$ cat src/rtl/flopoco_pkg.sv
// Shared FloPoCo word format (exn, sign, exponent, fraction) for the fmul adapter and its benches.
package flopoco_pkg;

   localparam int WE = 4;
   localparam int WF = 4;
   localparam int W  = WE + WF + 3;

   typedef struct packed {
      logic [1:0]    exn;
      logic          sign;
      logic [WE-1:0] exp;
      logic [WF-1:0] frac;
   } fp_t;

   localparam logic [1:0] EXN_ZERO   = 2'b00;
   localparam logic [1:0] EXN_NORMAL = 2'b01;
   localparam logic [1:0] EXN_INF    = 2'b10;
   localparam logic [1:0] EXN_NAN    = 2'b11;

endpackage

$ cat src/rtl/flopoco_sync_fifo.sv
// Synchronous FIFO with registered storage, head read from the read pointer and an occupancy count.
module flopoco_sync_fifo #(
   parameter int W     = 11,
   parameter int DEPTH = 4,
   parameter int CW    = $clog2(DEPTH) + 1
) (
   input  logic          clk,
   input  logic          rst_n,
   input  logic          push_i,
   input  logic [W-1:0]  wdata_i,
   input  logic          pop_i,
   output logic [W-1:0]  rdata_o,
   output logic          valid_o,
   output logic [CW-1:0] count_o
);

   localparam int AW = $clog2(DEPTH);

   logic [W-1:0]  mem_q [DEPTH];
   logic [AW-1:0] wr_ptr_q, wr_ptr_d;
   logic [AW-1:0] rd_ptr_q, rd_ptr_d;
   logic [CW-1:0] count_q, count_d;
   logic          do_push, do_pop;

   // Pops on an empty FIFO are dropped; pushes on a full one cannot happen by credit but are guarded.
   assign do_push = push_i && (count_q != CW'(DEPTH));
   assign do_pop  = pop_i && (count_q != '0);

   always_comb begin
      wr_ptr_d = wr_ptr_q;
      rd_ptr_d = rd_ptr_q;
      count_d  = count_q;
      if (do_push) begin
         wr_ptr_d = wr_ptr_q + AW'(1);
      end
      if (do_pop) begin
         rd_ptr_d = rd_ptr_q + AW'(1);
      end
      case ({do_push, do_pop})
         2'b10:   count_d = count_q + CW'(1);
         2'b01:   count_d = count_q - CW'(1);
         default: count_d = count_q;
      endcase
   end

   always_ff @(posedge clk or negedge rst_n) begin
      if (!rst_n) begin
         wr_ptr_q <= '0;
         rd_ptr_q <= '0;
         count_q  <= '0;
         for (int i = 0; i < DEPTH; i++) begin
            mem_q[i] <= '0;
         end
      end else begin
         wr_ptr_q <= wr_ptr_d;
         rd_ptr_q <= rd_ptr_d;
         count_q  <= count_d;
         if (do_push) begin
            mem_q[wr_ptr_q] <= wdata_i;
         end
      end
   end

   assign rdata_o = mem_q[rd_ptr_q];
   assign valid_o = (count_q != '0);
   assign count_o = count_q;

endmodule

$ cat src/rtl/flopoco_fmul_stream_adapter.sv
// Feeds a free-running fixed-latency FloPoCo fmul and returns its products as a credit-limited valid/ready stream.
module flopoco_fmul_stream_adapter
   import flopoco_pkg::*;
#(
   parameter int LATENCY = 2,
   parameter int DEPTH   = 4
) (
   input  logic         clk,
   input  logic         reset,
   input  logic         in_valid,
   output logic         in_ready,
   input  logic [W-1:0] in_x,
   input  logic [W-1:0] in_y,
   output logic [W-1:0] mul_x,
   output logic [W-1:0] mul_y,
   input  logic [W-1:0] mul_r,
   output logic         out_valid,
   input  logic         out_ready,
   output logic [W-1:0] out_r,
   output logic [1:0]   out_exn,
   output logic [15:0]  retired
);

   localparam int FCW = $clog2(DEPTH) + 1;
   localparam int CW  = $clog2(DEPTH + LATENCY + 2) + 1;

   logic [W-1:0]   mul_x_q, mul_x_d;
   logic [W-1:0]   mul_y_q, mul_y_d;
   logic [LATENCY:0] tag_q, tag_d;
   logic [15:0]    retired_q, retired_d;
   logic [FCW-1:0] fifo_count;
   logic [CW-1:0]  used;
   logic           accept, pop, fifo_valid;

   // Credits counted from registered state only: queued results plus products still in the fmul.
   always_comb begin
      used = CW'(fifo_count);
      for (int i = 0; i <= LATENCY; i++) begin
         used = used + CW'(tag_q[i]);
      end
   end

   assign in_ready = (used < CW'(DEPTH));
   assign accept   = in_valid && in_ready;
   assign pop      = fifo_valid && out_ready;

   always_comb begin
      mul_x_d   = mul_x_q;
      mul_y_d   = mul_y_q;
      tag_d     = {tag_q[LATENCY-1:0], accept};
      retired_d = retired_q;
      if (accept) begin
         mul_x_d = in_x;
         mul_y_d = in_y;
      end
      if (pop) begin
         retired_d = retired_q + 16'd1;
      end
   end

   always_ff @(posedge clk or negedge reset) begin
      if (!reset) begin
         mul_x_q   <= '0;
         mul_y_q   <= '0;
         tag_q     <= '0;
         retired_q <= '0;
      end else begin
         mul_x_q   <= mul_x_d;
         mul_y_q   <= mul_y_d;
         tag_q     <= tag_d;
         retired_q <= retired_d;
      end
   end

   // The last tag stage lines up with mul_r holding the product of that issue.
   flopoco_sync_fifo #(
      .W     (W),
      .DEPTH (DEPTH),
      .CW    (FCW)
   ) u_fifo (
      .clk     (clk),
      .rst_n   (reset),
      .push_i  (tag_q[LATENCY]),
      .wdata_i (mul_r),
      .pop_i   (pop),
      .rdata_o (out_r),
      .valid_o (fifo_valid),
      .count_o (fifo_count)
   );

   assign mul_x     = mul_x_q;
   assign mul_y     = mul_y_q;
   assign out_valid = fifo_valid;
   assign out_exn   = out_r[W-1:W-2];
   assign retired   = retired_q;

endmodule
$ cat config.mk
export PLATFORM = sky130hd
export DESIGN_NAME = flopoco_fmul_stream_adapter
export DESIGN_NICKNAME = d
export VERILOG_FILES = /design/src/rtl/flopoco_pkg.sv /design/src/rtl/flopoco_sync_fifo.sv /design/src/rtl/flopoco_fmul_stream_adapter.sv
export SDC_FILE = /design/constraint.sdc
export NUM_CORES = 1
export LEC_CHECK = 0
export BUFFER_PORTS_ARGS = -buffer_cell sky130_fd_sc_hd__buf_2
export CAP_MARGIN = 20
export CELL_PAD_IN_SITES_DETAIL_PLACEMENT = 2
export CELL_PAD_IN_SITES_GLOBAL_PLACEMENT = 2
export CORE_UTILIZATION = 33
export DETAILED_ROUTE_END_ITERATION = 7
export GPL_TIMING_DRIVEN = 0
export PLACE_DENSITY_LB_ADDON = 0.25
export SYNTH_ARGS = -nofsm -noshare
export SYNTH_HDL_FRONTEND = slang
export SYNTH_SLANG_ARGS = --single-unit
$ cat constraint.sdc
create_clock -name clk -period 2 [get_ports clk]
set_input_delay 0.4 -clock clk [delete_from_list [all_inputs] [get_ports clk]]
set_output_delay 0.4 -clock clk [all_outputs]
set_load 0.02 [all_outputs]
==> qor.log, run 1 <==
qor: status.run_status complete, but fails checks
qor: status.failing_checks DRC, setup timing
qor: global_route.antenna_found_initial 0
qor: final_layout.mostFrequentLayoutCell sky130_fd_sc_hd__dfrtp_1
qor: final_layout.area_delta_synth_final 32.1%
qor: cts.numCtsBuffers 9
qor: timing.min_period_over_period 111%
qor: power.p_per_area 1800 nW/um^2
qor: worst_setup_path.critical_path.startpoint_type register
qor: cts.clock_path_buffers 2
qor: final_layout.antenna_cells 0
qor: timing.slew_viol_final 0
qor: worst_setup_path.reg2reg_slack -0.19 ns
qor: timing.grt_setup_unrepaired yes
qor: worst_setup_path.setup.worst_path.end_class primary output
qor: worst_setup_path.worstPathCellList inv_2, fa_2, inv_2, a311oi_4, buf_6
qor: timing.report.final.hold_viol_count 0
qor: worst_setup_path.r2r_start tag_q[0]$_DFF_PN0_
qor: final_layout.design.final.nets 430
qor: floorplan.floorplan.rows 39
qor: power.irDropWorstVdd 0.000608 V
qor: floorplan.fp.dieW 112 microns
qor: global_route.via_count_of_the_first_global_routing_pass 2987
qor: placement.gpl.final_weighted_congestion 0.687
qor: worst_setup_path.slowest_delay 0.56 ns
qor: placement.post_dp_cell_area 4690 sq um
qor: timing.setup-violations-final 32
qor: synthesis.synth_largest_type_area_fraction 57.7%
qor: global_route.grt_max_degree 48
qor: flow_run.cap_violations 0
qor: cts.cts_tree built
qor: floorplan.io_pins 90
qor: global_route.grtUsageTotal 15.9%
qor: global_route.global_route_wire_length_before_repair 15100 microns
qor: drt.wire_per_inst 17.3 microns
qor: worst_setup_path.worst_r2r_endpoint mul_y[2]$_DFFE_PN0P_
qor: cts.cts.root.buffer_cell sky130_fd_sc_hd__clkbuf_16
qor: timing.skew 0.00743 ns
qor: synthesis.synth_top_area_cell sky130_fd_sc_hd__dfrtp_1
qor: cts.htreeDepth 3
qor: floorplan.initial_core_util 34.4%
qor: timing.hold_ws 0.0948 ns
qor: synthesis.synth_nets 313
qor: timing.min_period 2.22 ns
qor: final_layout.final_core_utilization 45.4%
qor: final_layout.post-route-cell-area 5270 sq um
qor: timing.setup_ws -0.218 ns
qor: synthesis.synthesis.instances 267
qor: final_layout.layout.cells.most_common_list 90 x sky130_fd_sc_hd__dfrtp_1, 77 x sky130_fd_sc_hd__buf_2, 66 x sky130_fd_sc_hd__mux2_2, 23 x sky130_fd_sc_hd__buf_6
qor: cts.cts.sink_count 92
qor: drt.postRouteAntennaNets 0
qor: drt.drc_errors 7
qor: timing.worst_slew_margin_rel 56.5%
qor: worst_hold_path.timing.hold.worst.class input pin to asynchronous set/reset pin
qor: cts.clk_latency 0.34 ns
qor: synthesis.synth.yosys.seq_area_share 57.7%
qor: floorplan.die_y 112 microns
qor: cts.cts.reportedPaths.clkPinSlew 0.06 ns
qor: synthesis.syn_area 3990 sq um
qor: synthesis.post_synth.cell_area_avg 14.9 sq um
qor: drt.routed_via_density 4.84
qor: synthesis.ys_top_cells_by_area sky130_fd_sc_hd__dfrtp_1 58%, sky130_fd_sc_hd__mux2_2 19%, sky130_fd_sc_hd__mux4_2 6.2%, sky130_fd_sc_hd__xnor2_1 3.5%, sky130_fd_sc_hd__ha_1 2.2%
qor: worst_setup_path.worst_ep_required_time 1.60 ns
qor: worst_setup_path.crit_fanout 2
qor: global_route.grt_overflow_total 0
qor: worst_setup_path.class_of_the_most_critical_setup_path register to primary output
qor: drt.drt_iter0_drc 45
qor: synthesis.synthesis_stage_register_bit_count 92
qor: worst_setup_path.worstRegToRegCells 9
qor: synthesis.yosysWarnings 0
qor: final_layout.final_layout_size_suffix_gt1_share 58.2%
qor: placement.dp_hpwl 6110 microns
qor: worst_setup_path.critical-path-slowest-cell sky130_fd_sc_hd__fa_2
qor: worst_setup_path.most_used_cell_along_the_critical_path sky130_fd_sc_hd__inv_2
qor: timing.fmax 0.451 GHz
qor: synthesis.synth_cell_type_count 26
qor: power.p_leak 2.42 nW
qor: drt.route.vias.total 2570
qor: floorplan.die_footprint 12500 sq um
qor: floorplan.core_area 11600 sq um
qor: drt.drt-pass1-iter-count 6
qor: drt.wl 9180 microns
qor: placement.count_of_input_and_output_buffers 89
qor: timing.worstMarginPinSlew 0.653 ns
qor: worst_setup_path.worst_ep_arrival_time 1.82 ns
[registers in the layout, indices dropped and copies added, names as in the netlist]
signal and flops:
mul_x 11, mul_y 11, retired 16, tag_q 3, u_fifo.count_o 3, u_fifo.mem_q 44, u_fifo.rd_ptr_q 2, u_fifo.wr_ptr_q 2
[area by class of cell]
cell class              count  area (sq um)
multi-input cells         151          1610
plain buffers               9           110
inverters                  14          55.1
fillers                  1163          6340
clock inverters             4          26.3
repair buffers            107           739
well taps                 143           179
clock buffers              11           243
flip-flops and latches     92          2300
[cells in the mapped netlist (all sizes together)]
cell / count
a311oi: 1
a31oi: 1
and3: 4
and4: 1
buf: 10
dfrtp: 92
fa: 2
ha: 7
inv: 14
mux2: 66
mux4: 11
nand2: 17
nand3: 6
nand4: 4
nor2: 4
nor3: 1
nor4: 1
o21ai: 2
o31ai: 1
or3: 1
xnor2: 16
xor2: 5
[worst max path at each step]
stage | end | start | cells past startpoint | slack [ns]
4_1_cts | in_ready | tag_q[0]$_DFF_PN0_ | 6 | -0.29
6_report | in_ready | tag_q[0]$_DFF_PN0_ | 5 | -0.22
5_1_grt | in_ready | tag_q[0]$_DFF_PN0_ | 5 | -0.32
2_1_floorplan | mul_x[0]$_DFFE_PN0P_ | u_fifo.count_o[0]$_DFFE_PN0P_ | 7 | -0.18
3_5_place_dp | mul_y[4]$_DFFE_PN0P_ | u_fifo.count_o[0]$_DFFE_PN0P_ | 7 | -0.19
3_3_place_gp | mul_x[0]$_DFFE_PN0P_ | reset | 1 | -0.45
[worst max-delay path: cells and delay by family (launching register included)]
| kind | cells | cell delay [ns] |
|---|---|---|
| fa+ha+maj | 1 | 0.56 |
| flops | 1 | 0.36 |
| compound gates | 1 | 0.30 |
| buf+inv | 3 | 0.26 |
[power breakdown]
group	total [mW]	switching, mW	internal [mW]
logic	4.63	2.14	2.49
registers	3.27	0.543	2.72
clock network	1.57	0.701	0.868
total	9.46	3.38	6.08
[timing repair]
action                     4_1_cts  5_1_grt
buffers inserted                12        3
pin swaps                        4        3
hold buffers                     0        0
hold endpoints to repair         0        0
gates resized for setup         35       15
gates cloned                     2        0
setup endpoints to repair       36       35
[through the flow]
stage	total power, mW	cells	TNS [ns]	worst slack [ns]
global route	10.1	531	-7.47	-0.316
global placement	6.95	499	-43.63	-0.452
CTS	9.33	528	-4.39	-0.291
detailed placement	7.15	500	-3.89	-0.189
floorplan	5.97	267	-3.58	-0.182
finish	9.46	531	-4.29	-0.218
[cells by family after synthesis]
logic type	count (synthesis)	share of synthesized area, %
flops	92	57.7
mux	77	24.8
simple gates	39	4.67
buf+inv	24	3.29
xor+xnor	21	4.61
fa+ha+maj	9	3.20
compound gates	5	1.69
[metal layers]
metal,GRT usage (%),vias to the layer above,wire length [microns]
met3,4.35,12,539
met4,7.47,0,201
met2,27.5,70,4640
li1,-,1166,-
met5,0,-,0
met1,18.4,1322,3800
Power figures use the tool's default switching activity.
==> run 2, diff against run 1 <==
ABC_AREA = 1   (was unset)
CORE_UTILIZATION = 30   (was 33)
==> run 2 against run 1 <==
Against the previous run: the flow finishes with violations (setup timing); clock skew decreased by 0.0024 ns; area after synthesis grew 9.5%; fmax increased by 4.8%; synthesized cell count grew 79%; worst setup slack improved by 0.10 ns; non-clock buffer count rose by 13; cell area up 10%; worst hold slack got worse by 0.027 ns; critical path type unchanged; largest power group unchanged.
==> qor.log, run 2 <==
qor: status.run_status complete, but fails checks
qor: status.failing_checks setup timing
qor: worst_setup_path.worst_ep_arrival_time 1.72 ns [-0.10 ns]
qor: worst_setup_path.slowest_delay 0.38 ns [-0.18 ns]
qor: cts.htreeDepth 3 [unchanged]
qor: global_route.antenna_found_initial 1 [+1]
qor: synthesis.synth.yosys.seq_area_share 52.7% [-5.0 points]
qor: final_layout.design.final.nets 642 [+49%]
qor: final_layout.area_delta_synth_final 32.9%
qor: drt.wl 13400 microns [+46%]
qor: power.p_leak 2.95 nW [+22%]
qor: synthesis.post_synth.cell_area_avg 9.16 sq um [-39%]
qor: final_layout.largest-register u_fifo.mem_q
qor: synthesis.synthMostInstantiatedCell sky130_fd_sc_hd__nand2_1
qor: drt.drt-pass1-iter-count 4 [-2]
qor: final_layout.final_layout_size_suffix_gt1_share 38.6% [-20 points]
qor: timing.slew_viol_final 0 [unchanged]
qor: power.irDropWorstVdd 0.000549 V [-9.8%]
qor: global_route.via_count_of_the_first_global_routing_pass 4023 [+35%]
qor: synthesis.synthesis.instances 477 [+79%]
qor: final_layout.layout.cells.most_common_list 152 x sky130_fd_sc_hd__nand2_1, 90 x sky130_fd_sc_hd__dfrtp_1, 79 x sky130_fd_sc_hd__buf_2, 38 x sky130_fd_sc_hd__o21ai_2, 29 x sky130_fd_sc_hd__nor2_1
qor: cts.cts.sink_count 92 [unchanged]
qor: drt.routed_via_density 4.71 [-2.6%]
qor: drt.drc_errors 0 [-7]
qor: timing.min_period_over_period 106% [-5.1 points]
qor: synthesis.synth_cell_type_count 28 [+7.7%]
qor: cts.clk_latency 0.35 ns [about the same]
qor: worst_setup_path.critical-path-slowest-cell sky130_fd_sc_hd__fa_2
qor: timing.worst_slew_margin_rel 56.7% [+0.24 points]
qor: cts.cts.reportedPaths.clkPinSlew 0.06 ns [about the same]
qor: cts.numCtsBuffers 9 [unchanged]
qor: drt.postRouteAntennaNets 0 [unchanged]
qor: synthesis.synth_top_area_cell sky130_fd_sc_hd__dfrtp_1
qor: timing.worstMarginPinSlew 0.649 ns [-0.00357 ns]
qor: placement.post_dp_cell_area 5070 sq um [+8.2%]
qor: drt.route.vias.total 3685 [+43%]
qor: timing.grt_setup_unrepaired yes
qor: placement.count_of_input_and_output_buffers 89 [unchanged]
qor: worst_setup_path.worstPathCellList inv_2, fa_2, inv_2, ha_4, nand3b_1, nand2_1, inv_2, buf_6
qor: worst_setup_path.critical_path.startpoint_type register
qor: timing.fmax 0.473 GHz [+4.8%]
qor: final_layout.final_core_utilization 41.3% [-4.1 points]
qor: worst_setup_path.class_of_the_most_critical_setup_path register to primary output
qor: floorplan.initial_core_util 31.1% [-3.3 points]
qor: synthesis.synth_largest_type_area_fraction 52.7% [-5.0 points]
qor: timing.report.final.hold_viol_count 0 [unchanged]
qor: worst_setup_path.reg2reg_slack 0.10 ns [+0.29 ns]
qor: global_route.grt_max_degree 49 [+2.1%]
qor: drt.wire_per_inst 17.2 microns [-0.61%]
qor: synthesis.synth_enable_flop_cells 0 [unchanged]
qor: floorplan.fp.dieW 123 microns [+9.6%]
qor: synthesis.syn_area 4370 sq um [+9.5%]
qor: final_layout.number_of_flip_flops_under_the_largest_register_name 44 [unchanged]
qor: floorplan.io_pins 90 [unchanged]
qor: worst_setup_path.worstRegToRegCells 11 [+2]
qor: synthesis.synth_common_cells 152 x sky130_fd_sc_hd__nand2_1, 92 x sky130_fd_sc_hd__dfrtp_1, 35 x sky130_fd_sc_hd__nor2_1
qor: global_route.grtUsageTotal 18.7% [+2.7 points]
qor: worst_setup_path.most_used_cell_along_the_critical_path sky130_fd_sc_hd__inv_2
qor: cts.cts_tree built
qor: timing.skew 0.00505 ns [-0.00237 ns]
qor: final_layout.mostFrequentLayoutCell sky130_fd_sc_hd__nand2_1
qor: cts.clock_path_buffers 2 [unchanged]
qor: drt.drt_iter0_drc 119 [+160%]
qor: worst_hold_path.timing.hold.worst.class input pin to asynchronous set/reset pin
qor: cts.cts.root.buffer_cell sky130_fd_sc_hd__clkbuf_16
qor: placement.dp_slack -0.0388 ns [+0.150 ns]
qor: worst_setup_path.worst_r2r_endpoint u_fifo.count_o[2]$_DFFE_PN0P_
qor: worst_setup_path.setup.worst_path.end_class primary output
qor: final_layout.post-route-cell-area 5800 sq um [+10%]
qor: placement.dp_hpwl 9010 microns [+48%]
qor: cts.postCtsHoldBufs 0 [unchanged]
qor: global_route.global_route_wire_length_before_repair 20900 microns [+38%]
qor: timing.min_period 2.12 ns [-0.101 ns]
qor: synthesis.synth_nets 523 [+67%]
qor: synthesis.synth_top_flop_cell sky130_fd_sc_hd__dfrtp_1
qor: worst_setup_path.critical_path.top_delay_family adder cells
qor: floorplan.die_y 123 microns [+9.6%]
qor: worst_setup_path.worst_ep_required_time 1.60 ns [about the same]
qor: floorplan.floorplan.rows 43 [+10%]
qor: floorplan.die_footprint 15000 sq um [+20%]
qor: synthesis.async_reset_ff_share 100% [unchanged]
qor: power.p_per_area 1760 nW/um^2 [-1.8%]
qor: power.post-layout-total-power 10.2 mW [+8.2%]
qor: flow_run.cap_violations 0 [unchanged]
qor: worst_setup_path.r2r_start u_fifo.count_o[0]$_DFFE_PN0P_
qor: worst_setup_path.crit_fanout 2 [unchanged]
qor: timing.setup_ws -0.116 ns [+0.101 ns]
qor: global_route.grt_overflow_total 0 [unchanged]
qor: placement.gpl.final_weighted_congestion 0.735 [+7.0%]
qor: synthesis.ys_top_cells_by_area sky130_fd_sc_hd__dfrtp_1 53%, sky130_fd_sc_hd__nand2_1 13%, sky130_fd_sc_hd__o21ai_2 6.2%, sky130_fd_sc_hd__nor2_1 3.0%, sky130_fd_sc_hd__o21ai_0 2.9%
qor: worst_setup_path.crit_cells 8 [+3]
qor: synthesis.yosysWarnings 0 [unchanged]
qor: floorplan.core_area 14000 sq um [+21%]
qor: timing.setup-violations-final 1 [-97%]
qor: synthesis.synthesis_stage_register_bit_count 92 [unchanged]
qor: worst_setup_path.worstPathBufferInverterCount 4 [+1]
==> run 2: cell types whose count changed in the layout (fill, tap and decap cells not counted), moves of 6 or more <==
| cell | change |
|---|---|
| sky130_fd_sc_hd__buf_4 | +13 |
| sky130_fd_sc_hd__inv_1 | +20 |
| sky130_fd_sc_hd__mux2_2 | -66 |
| sky130_fd_sc_hd__mux4_2 | -11 |
| sky130_fd_sc_hd__nand2_1 | +136 |
| sky130_fd_sc_hd__nand2_4 | +8 |
| sky130_fd_sc_hd__nor2_1 | +25 |
| sky130_fd_sc_hd__nor2_2 | +8 |
| sky130_fd_sc_hd__nor2_4 | +6 |
| sky130_fd_sc_hd__o21ai_1 | +23 |
| sky130_fd_sc_hd__o21ai_2 | +38 |
| sky130_fd_sc_hd__o22ai_2 | +6 |
| sky130_fd_sc_hd__xnor2_1 | -11 |
==> run 2: cell families (layout without fill, tap and decap cells) <==
| logic type | after synthesis | in the layout | share of synthesized area, % |
|---|---|---|---|
| simple gates | 222 | 222 | 22.1 |
| buf+inv | 59 | 183 | 7.19 |
| other cells | 0 | 1 | 0 |
| flops | 92 | 92 | 52.7 |
| xor+xnor | 14 | 14 | 2.81 |
| fa+ha+maj | 9 | 9 | 2.92 |
| compound gates | 81 | 81 | 12.3 |
==> run 2: final cells by class <==
class | instances | area (sq um)
repair buffers | 110 | 724
inverters | 38 | 163
well taps | 180 | 225
clock inverters | 1 | 5.00
diodes | 1 | 2.50
clock buffers | 15 | 278
flip-flops and latches | 92 | 2300
multi-input cells | 326 | 1880
fillers | 1543 | 8240
plain buffers | 19 | 220
==> run 2: metal layers <==
layer	track usage, %	up-vias	wire, microns
met4	4.95	0	150
li1	-	1747	-
met1	21.3	1877	5830
met3	4.18	11	415
met2	34.6	50	7040
met5	0	-	0
==> run 2: stage by stage <==
| stage | instances | TNS, ns | hold slack [ns] |
|---|---|---|---|
| detailed placement | 747 | -0.0563 | 0.363 |
| global route | 781 | -0.412 | 0.100 |
| CTS | 771 | -0.220 | 0.0984 |
| finish | 782 | -0.116 | 0.0678 |
| global placement | 746 | -48.63 | 0.361 |
| floorplan | 477 | 0 | 0.104 |
==> run 2: worst max path at each step <==
| stage | to | slack [ns] | from |
|---|---|---|---|
| floorplan | u_fifo.count_o[2]$_DFFE_PN0P_ | 0.16 | u_fifo.count_o[0]$_DFFE_PN0P_ |
| global placement | retired[15]$_DFFE_PN0P_ | -0.53 | reset |
| detailed placement | u_fifo.count_o[2]$_DFFE_PN0P_ | -0.04 | u_fifo.count_o[1]$_DFFE_PN0P_ |
| CTS | in_ready | -0.17 | tag_q[1]$_DFF_PN0_ |
| global route | in_ready | -0.20 | tag_q[0]$_DFF_PN0_ |
| finish | in_ready | -0.12 | tag_q[0]$_DFF_PN0_ |
==> run 2: report_power, final <==
part / internal, mW / switching [mW]
Combinational: 2.24 / 3.04
Clock: 0.946 / 0.715
Sequential: 2.70 / 0.595
Total: 5.88 / 4.35
==> run 2: timing repair <==
item	in CTS	in global routing
endpoints found under the hold margin	0	0
setup endpoints to repair	21	33
cloned	0	2
buffers inserted	8	10
gates resized for setup	27	80
pin swaps	3	11
